===== config.mk =====
export PLATFORM = sky130hd
export DESIGN_NAME = mem_wb_pipe_reg
export DESIGN_NICKNAME = d
export VERILOG_FILES = /design/src/rtl/mem_wb_pipe_reg.sv
export SDC_FILE = /design/constraint.sdc
export NUM_CORES = 1
export LEC_CHECK = 0
export ABC_CLOCK_PERIOD_IN_PS = 1650
export BUFFER_PORTS_ARGS = -buffer_cell sky130_fd_sc_hd__buf_4
export CAP_MARGIN = 25
export CORE_AREA = 2 2 137 139
export DETAILED_ROUTE_END_ITERATION = 12
export DIE_AREA = 0 0 139 141
export GPL_TIMING_DRIVEN = 1
export HOLD_SLACK_MARGIN = 0.08
export PLACE_DENSITY = 0.75
export SLEW_MARGIN = 10
export SYNTH_ARGS = -nofsm -noshare
export SYNTH_HDL_FRONTEND = slang
export SYNTH_SLANG_ARGS = --single-unit

===== constraint.sdc =====
create_clock -name clk -period 1.65 [get_ports clk]
set_input_delay 0.33 -clock clk [delete_from_list [all_inputs] [get_ports clk]]
set_output_delay 0.33 -clock clk [all_outputs]
set_load 0.01 [all_outputs]

===== src/rtl/mem_wb_pipe_reg.sv =====
// rtl/mem_wb_pipe_reg.sv - MEM/WB pipeline register with per-lane write qualification
// Optional feature macro: MEM_WB_PERF_CNT_EN (adds the retire_cnt output).
module mem_wb_pipe_reg #(
  parameter int DATA_W  = 32,
  parameter int RADDR_W = 5,
  parameter int LANES   = 2
) (
  input  logic                       clk,
  input  logic                       rst_n,
  input  logic                       stall,
  input  logic                       flush,
  input  logic [LANES-1:0]           valid_in,
  input  logic [LANES*DATA_W-1:0]    mem_in,
  input  logic [LANES*DATA_W-1:0]    B_in,
  input  logic [LANES*RADDR_W-1:0]   regWrAddr_in,
  input  logic [LANES-1:0]           MemtoReg_in,
  input  logic [LANES-1:0]           RegWr_in,
  output logic [LANES-1:0]           valid_out,
  output logic [LANES*DATA_W-1:0]    mem_out,
  output logic [LANES*DATA_W-1:0]    B_out,
  output logic [LANES*RADDR_W-1:0]   regWrAddr_out,
  output logic [LANES-1:0]           MemtoReg_out,
  output logic [LANES-1:0]           RegWr_out,
  output logic [LANES*DATA_W-1:0]    wb_data_out
`ifdef MEM_WB_PERF_CNT_EN
  ,
  output logic [31:0]                retire_cnt
`endif
);

  logic [LANES-1:0] squash;
  logic [LANES-1:0] reg_wr_next;

  // Squash an older lane when a younger valid lane writes the same nonzero register.
  always_comb begin
    squash = '0;
    for (int i = 0; i < LANES; i++) begin
      for (int j = i + 1; j < LANES; j++) begin
        if (valid_in[j] && RegWr_in[j] &&
            (regWrAddr_in[j*RADDR_W +: RADDR_W] == regWrAddr_in[i*RADDR_W +: RADDR_W]) &&
            (regWrAddr_in[i*RADDR_W +: RADDR_W] != '0)) begin
          squash[i] = 1'b1;
        end
      end
    end
  end

  // Write enable only for valid, non-$zero, non-squashed lanes.
  always_comb begin
    reg_wr_next = '0;
    for (int i = 0; i < LANES; i++) begin
      reg_wr_next[i] = RegWr_in[i] && valid_in[i] &&
                       (regWrAddr_in[i*RADDR_W +: RADDR_W] != '0) && !squash[i];
    end
  end

  // Stage registers: reset and flush clear, stall holds, otherwise load.
  always_ff @(posedge clk or negedge rst_n) begin
    if (!rst_n) begin
      valid_out     <= '0;
      mem_out       <= '0;
      B_out         <= '0;
      regWrAddr_out <= '0;
      MemtoReg_out  <= '0;
      RegWr_out     <= '0;
    end else if (flush) begin
      valid_out     <= '0;
      mem_out       <= '0;
      B_out         <= '0;
      regWrAddr_out <= '0;
      MemtoReg_out  <= '0;
      RegWr_out     <= '0;
    end else if (!stall) begin
      valid_out     <= valid_in;
      mem_out       <= mem_in;
      B_out         <= B_in;
      regWrAddr_out <= regWrAddr_in;
      MemtoReg_out  <= MemtoReg_in;
      RegWr_out     <= reg_wr_next;
    end
  end

  // Writeback mux straight off the stage registers.
  always_comb begin
    wb_data_out = '0;
    for (int i = 0; i < LANES; i++) begin
      wb_data_out[i*DATA_W +: DATA_W] = MemtoReg_out[i] ? mem_out[i*DATA_W +: DATA_W]
                                                        : B_out[i*DATA_W +: DATA_W];
    end
  end

`ifdef MEM_WB_PERF_CNT_EN
  logic [31:0] valid_pop;

  // Number of valid lanes presented this cycle.
  always_comb begin
    valid_pop = '0;
    for (int i = 0; i < LANES; i++) begin
      valid_pop = valid_pop + 32'(valid_in[i]);
    end
  end

  // Retired-instruction counter advances only on load edges; wraps naturally.
  always_ff @(posedge clk or negedge rst_n) begin
    if (!rst_n) begin
      retire_cnt <= '0;
    end else if (!flush && !stall) begin
      retire_cnt <= retire_cnt + valid_pop;
    end
  end
`endif

endmodule


Yosys cells after proc, flatten, opt, wreduce, memory -nomap -nowiden
Cells that the tools add are included.
- equality and inequality tests: 2
- muxes and demuxes: 15
- reductions and logical operators: 10
- operators with widths (operator ; number):
    two-way mux 64 bit ; 4
    two-way mux 32 bit ; 2
    two-way mux 10 bit ; 2
    two-way mux 2 bit ; 6
    nonzero test 5 bit ; 2
    logical AND 1 bit ; 7
    == test 5 bit ; 1
    != test 2 x 1 -> 1 bit (second input constant) ; 1
    zero test 1 bit ; 1
    two-way mux 1 bit ; 1
- bits in registers: 144
- bits of input ports: 148

Logic depth before layout (Yosys ltp)
Gate-level depths: netlist of run 1.
- depth in word-level cells: 8
- mapped depth: 5
- gate-level depth less buffers: 3

Least setup slack after synthesis of run 1
OpenSTA, ideal clock, no wires.
- path type: register -> output
- from: reg MemtoReg_out[0]
- to: out wb_data_out[10]
- arrival: 1.115 ns
- data required time: 1.320 ns
- path slack: 0.205 ns
- cell stages (with the launch flop): 4
- cells stage by stage: dfrtp_1 -> buf_2 -> buf_2 -> mux2_2
- cells in the longest elaborated chain, start to end: 1
- ends and longest elaborated chain (what ; line ; RTL):
    start: declaration ; 22 ; output logic [LANES-1:0] MemtoReg_out,
    start signal: assignment ; 78 ; MemtoReg_out <= MemtoReg_in;
    two-way mux 32 bit ; 87 ; wb_data_out[i*DATA_W +: DATA_W] = MemtoReg_out[i] ? mem_out[i*DATA_W +: DATA_W]
    end: declaration ; 24 ; output logic [LANES*DATA_W-1:0] wb_data_out
Every way passes these cells.

Worst setup path after layout of run 1
- from: reg MemtoReg_out[0]
- to: out wb_data_out[27]
The elaborated chain is that of the path after synthesis.

==> results of run 1 <==
logic make-up after synthesis:
kind of cell           after synthesis  share of synthesized area (%)
multiplexers                       206                           32.1
AND/OR/NAND/NOR                    151                           8.76
flip-flops                         144                           54.0
buffers and inverters               40                           3.92
XOR/XNOR                             5                          0.656
AO/OA/AOI/OAI                        4                          0.544
critical path, cell delays in order, from the launching register on:
cell	delay (ns)
dfrtp_2	0.44
buf_12	0.18
mux2_2	0.36
buf_4	0.15
cells in the mapped netlist:
master,count
a2111oi_2,1
a22oi_1,1
buf_1,3
buf_2,17
buf_4,6
buf_6,9
clkbuf_1,5
dfrtp_1,144
mux2_2,64
mux2i_1,142
nand2_1,3
nor2_1,143
nor2b_1,1
nor3_1,1
nor4bb_1,1
o21ai_1,1
o41ai_1,1
or4_1,2
xor2_1,5
path summary, 6_finish.rpt:
kind | start | endpoint | cells past startpoint
min in group asynchronous | rst_n | mem_out[35]$_DFFE_PN0P_ | 2
min | B_in[3] | B_out[3]$_DFFE_PN0P_ | 3
max reg2reg | MemtoReg_out[0]$_DFFE_PN0P_ | MemtoReg_out[0]$_DFFE_PN0P_ | 4
min reg2reg | RegWr_out[1]$_DFFE_PN0P_ | RegWr_out[1]$_DFFE_PN0P_ | 2
max | MemtoReg_out[0]$_DFFE_PN0P_ | wb_data_out[27] | 3
max in group asynchronous | rst_n | mem_out[45]$_DFFE_PN0P_ | 3
what timing repair did:
item                                   CTS  global route
buffers inserted                         0             3
gates resized for setup                  4            16
hold buffers                             1             0
endpoints found under the hold margin   23             0
gates cloned                             0             2
setup endpoints to repair               64            64
report_power, final:
part,switching (W),internal (W),total [W]
combinational,0.000756,0.000987,0.00174
clock,0.00154,0.00234,0.00389
sequential,0.000189,0.00373,0.00392
total,0.00249,0.00706,0.00955
per-stage QoR:
step                      setup TNS [ns]  hold WS, ns
final                             -12.86        0.149
after global routing              -16.31        0.136
after CTS                         -13.26        0.134
after detailed placement               0        0.216
after global placement                 0        0.217
after floorplan                        0       0.0344
layer usage:
| layer | up-vias | routed length, µm | GRT usage, % |
|---|---|---|---|
| li1 | 2584 | - | - |
| met1 | 2613 | 8010 | 23.4 |
| met2 | 188 | 10100 | 32.6 |
| met3 | 23 | 1130 | 5.23 |
| met4 | 0 | 340 | 6.65 |
| met5 | - | 0 | 0 |
layout by cell type (no fill, tap or decap), drive strengths merged, types with 3 or more instances in the layout:
master,instances
nor2,143
mux2i,142
xor2,5
nand2,3
inv,5
clkinvlp,3
clkbuf,21
buf,377
mux2,64
dfrtp,144
final cells by class:
| class | instances | share of cell area [%] |
|---|---|---|
| Sequential cell | 144 | 34.9 |
| Timing Repair Buffer | 379 | 29.1 |
| Multi-Input combinational cell | 366 | 27.4 |
| Clock buffer | 20 | 4.42 |
| Tap cell | 234 | 2.83 |
| Clock inverter | 12 | 1.42 |
registers in the layout, indices dropped and copies added, names as in the netlist:
register and count:
B_out 64, mem_out 64, regWrAddr_out 10, MemtoReg_out 2
RegWr_out 2, valid_out 2
==> flow_summary.json, run 1 <==
{
  "antenna_found_initial": 0,
  "required_ns": 1.32,
  "nNetsFinal": 1056,
  "crit_path_max_fanout": 17,
  "setup_slack_ns": -0.229,
  "status": "finished with violations",
  "htree_levels": 4,
  "post-route-drc-count": 0,
  "leakage_nw": 5.62,
  "nFillCells": 1584,
  "cts_tree": "yes",
  "clock_sinks": 144,
  "die-area_um2": 19600,
  "wl_per_cell_um": 16.9,
  "grt_pass1_vias": 5427,
  "synth_warnings": 0,
  "drt_first_pass_iters": 4,
  "crit_type": "flip-flop to primary output",
  "clk_path_buf_depth": 2,
  "vias": 5408,
  "rrSetupSlack_ns": 0.53,
  "synth_nets": 698,
  "die_y_um": 141,
  "vdd_drop_max_mv": 0.634,
  "violations": "negative setup slack",
  "cap_violations": 0,
  "timing.final.crit_share_pct": 114,
  "grt_setup_unrepaired": "yes",
  "grt_usage_pct": 19.1,
  "ys_ff_latch": 144,
  "ys_top_cells_by_area": "dfrtp_1 (54%), mux2i_1 (21%), mux2_2 (11%)",
  "ys_types": 19,
  "pin_count": 356,
  "via_per_inst": 4.68,
  "slew_violations": 0,
  "place_inst": 1117,
  "die_w_um": 139,
  "dp_hpwl_um": 14400,
  "power_density_nw_per_um2": 924,
  "cp.arrival_ns": 1.55,
  "design_area_um2": 10300,
  "drt_iter0_drc": 198,
  "setup-violations-final": 64,
  "post-place-ws_ns": 0.218,
  "drive_gt1_share_pct": 51.7,
  "critical_path.startpoint_type": "flip-flop",
  "row_count": 50,
  "clk_pin_slew_ns": 0.06,
  "worst_pin_slew_ns": 0.341,
  "antenna_left": 0,
  "routed_wl_um": 19600,
  "core_um2": 18300,
  "diodes": 0,
  "postSynthAreaPerCell_um2": 12.1,
  "clk_latency_ns": 0.41,
  "cts_root_buf": "clkbuf_16",
  "power_w": 0.00955,
  "multi_input_area_um2": 2830,
  "ys_seq_area_share_pct": 54.0,
  "stdcell_count": 1155,
  "end_kind": "primary output",
  "fin_util_pct": 56.6,
  "yosys.area.top_type": "dfrtp_1",
  "fmax_mhz": 532,
  "ff_latch_area_um2": 3610,
  "gp_congestion": 0.773,
  "hold_path.class": "primary input to flip-flop",
  "grt_overflow": 0,
  "area_delta_synth_final_pct": 54.9,
  "numPortBuffers": 355,
  "netlist_area_um2": 6670,
  "start_util_pct": 36.5,
  "cts_buffers": 17,
  "grt_max_degree": 68,
  "synthCells": 550,
  "yosysTopAreaCellShare_pct": 54.0,
  "place_area_um2": 9600,
  "hold_viol_final": 0,
  "clock_skew_ns": 0,
  "timing.slew.headroom_pct": 77.3,
  "post-route-min-period_ns": 1.88,
  "grt_pass1_wl_um": 29600
}
No activity file was read; power rests on OpenSTA's default activity.
==> run 2: changes to the inputs <==
CELL_PAD_IN_SITES_DETAIL_PLACEMENT = 1   (was default)
CELL_PAD_IN_SITES_GLOBAL_PLACEMENT = 2   (was default)
CORE_AREA = default   (was 2 2 137 139)
CORE_MARGIN = 2   (was default)
CORE_UTILIZATION = 27   (was default)
DIE_AREA = default   (was 0 0 139 141)
MAX_ROUTING_LAYER = met4   (was default)
PLACE_DENSITY = 0.88   (was 0.75)
==> run 2 against run 1 <==
Clock-buffer cell count fell by 1; non-clock buffer count fell by 5; clock skew did not move; via count rose by 3.0%; global-route usage fell by 1.3 points; routed wire length rose by 15%; critical path depth did not move; hold slack got worse by 0.0019 ns; highest routed layer unchanged; the flow still finishes with violations (negative setup slack).
==> flow_summary.json, run 2 (synthesis gave the netlist of run 1 again) <==
{
  "status": "finished with violations",
  "violations": "negative setup slack",
  "die_y_um": 161,
  "drt_iter0_drc": 176,
  "timing.slew.headroom_pct": 70.2,
  "fmax_mhz": 532,
  "power_w": 0.00943,
  "grt_pass1_wl_um": 34600,
  "clk_pin_slew_ns": 0.07,
  "area_delta_synth_final_pct": 55.0,
  "gp_congestion": 0.757,
  "critical_path.startpoint_type": "flip-flop",
  "power_density_nw_per_um2": 912,
  "grt_max_degree": 82,
  "clock_skew_ns": 0,
  "nFillCells": 2725,
  "antenna_left": 0,
  "reg.largest.list": "B_out x64, mem_out x64, regWrAddr_out x10",
  "pin_count": 356,
  "drt_first_pass_iters": 4,
  "htree_levels": 4,
  "cts_buffers": 17,
  "worst_pin_slew_ns": 0.448,
  "cts_tree": "yes",
  "post-route-drc-count": 0,
  "place_inst": 1207,
  "cp.arrival_ns": 1.55,
  "hold_ws_ns": 0.147,
  "row_count": 57,
  "slew_violations": 0,
  "via_per_inst": 4.49,
  "grt_setup_unrepaired": "yes",
  "leakage_nw": 5.56,
  "r2r-start": "MemtoReg_out[1]$_DFFE_PN0P_",
  "setup_slack_ns": -0.229,
  "core_um2": 24300,
  "min-delay-start": "mem_in[15]",
  "timing.final.crit_share_pct": 114,
  "dp_hpwl_um": 16800,
  "numPortBuffers": 355,
  "wl_per_cell_um": 18.2,
  "die-area_um2": 26000,
  "end_kind": "primary output",
  "die_w_um": 161,
  "cap_violations": 0,
  "crit_type": "flip-flop to primary output",
  "grt_overflow": 0,
  "post-place-ws_ns": 0.202,
  "post-route-min-period_ns": 1.88,
  "grt_usage_pct": 17.7,
  "vias": 5572,
  "required_ns": 1.32,
  "most-common-layout-cells": "buf_4 (358), dfrtp_1 (144), nor2_1 (143), mux2i_1 (142), mux2_2 (58)",
  "routed_wl_um": 22600,
  "post_cts_buffers": 0,
  "crit_path_max_fanout": 34,
  "vdd_drop_max_mv": 0.483,
  "start_util_pct": 27.4,
  "antenna_found_initial": 0,
  "setup-violations-final": 64,
  "stdcell_count": 1240,
  "drive_gt1_share_pct": 51.2,
  "hold_viol_final": 0,
  "clock_sinks": 144,
  "final_common_cell": "buf_4",
  "clk_latency_ns": 0.42,
  "hold_path.class": "primary input to flip-flop",
  "clk_path_buf_depth": 2,
  "diodes": 0,
  "grt_pass1_vias": 5880,
  "nNetsFinal": 1051,
  "cp-startpoint": "MemtoReg_out[0]$_DFFE_PN0P_",
  "cts_root_buf": "clkbuf_16"
}
## run 2: cell types whose count changed in the layout (fill, tap and decap cells not counted)
cell and change:
buf_4 +1, buf_6 -6, bufinv_16 -1, clkbuf_16 -1
clkinv_4 -1, clkinvlp_4 +3, dfrtp_1 +2, dfrtp_2 -2
inv_6 +1, inv_8 -1
## run 2: path summary, 6_finish.rpt
path                                                end  cells past startpoint  slack [ns]
hold reg to reg                RegWr_out[1]$_DFFE_PN0P_                      2        0.48
setup reg to reg            MemtoReg_out[1]$_DFFE_PN0P_                      3        0.64
min in group asynchronous  regWrAddr_out[6]$_DFFE_PN0P_                      2        0.39
hold / removal                  mem_out[15]$_DFFE_PN0P_                      3        0.15
max in group asynchronous         B_out[46]$_DFFE_PN0P_                      3        0.67
setup / recovery                        wb_data_out[26]                      3       -0.23
## run 2: layout make-up
| cell class | count | area, µm² | area share [%] |
|---|---|---|---|
| sequential | 144 | 3600 | 34.9 |
| timing repair buffer | 374 | 2930 | 28.3 |
| clock buffer | 19 | 443 | 4.28 |
| multi-input combinational | 366 | 2830 | 27.4 |
| tap | 324 | 405 | 3.92 |
| clock inverter | 13 | 128 | 1.23 |
## run 2: routing by layer
metal | vias up | track usage [%] | share of wire, % | routed length [µm]
li1 | 2582 | - | - | -
met1 | 2805 | 20.7 | 41 | 9200
met2 | 175 | 30.9 | 53 | 11900
met3 | 10 | 4.47 | 5.4 | 1230
met4 | 0 | 3.98 | 0.90 | 204
met5 | - | - | 0 | 0
## run 2: what timing repair did
| item | CTS | global route |
|---|---|---|
| gates resized for setup | 0 | 12 |
| endpoints found under the setup margin | 64 | 64 |
| hold endpoints to repair | 33 | 0 |
| hold buffers | 1 | 0 |
## run 2: report_power, final
part           switching [W]  total (W)  internal (W)
combinational       0.000781    0.00175      0.000971
clock                0.00162    0.00376       0.00214
sequential          0.000188    0.00392       0.00373
## run 2: worst max-delay path, stage by stage, from the launching register on
cell and delay, ns:
dfrtp_1 0.37, buf_12 0.23, mux2_2 0.36, buf_4 0.14
## run 2: per-stage QoR
step                setup TNS (ns)  instance area [µm²]  util [%]
global placement                 0                 9710      39.9
finish                      -13.02                10300      42.5
global route                -17.09                10300      42.5
CTS                         -14.87                10300      42.3
floorplan                        0                 6670         -
detailed placement               0                 9710      39.9
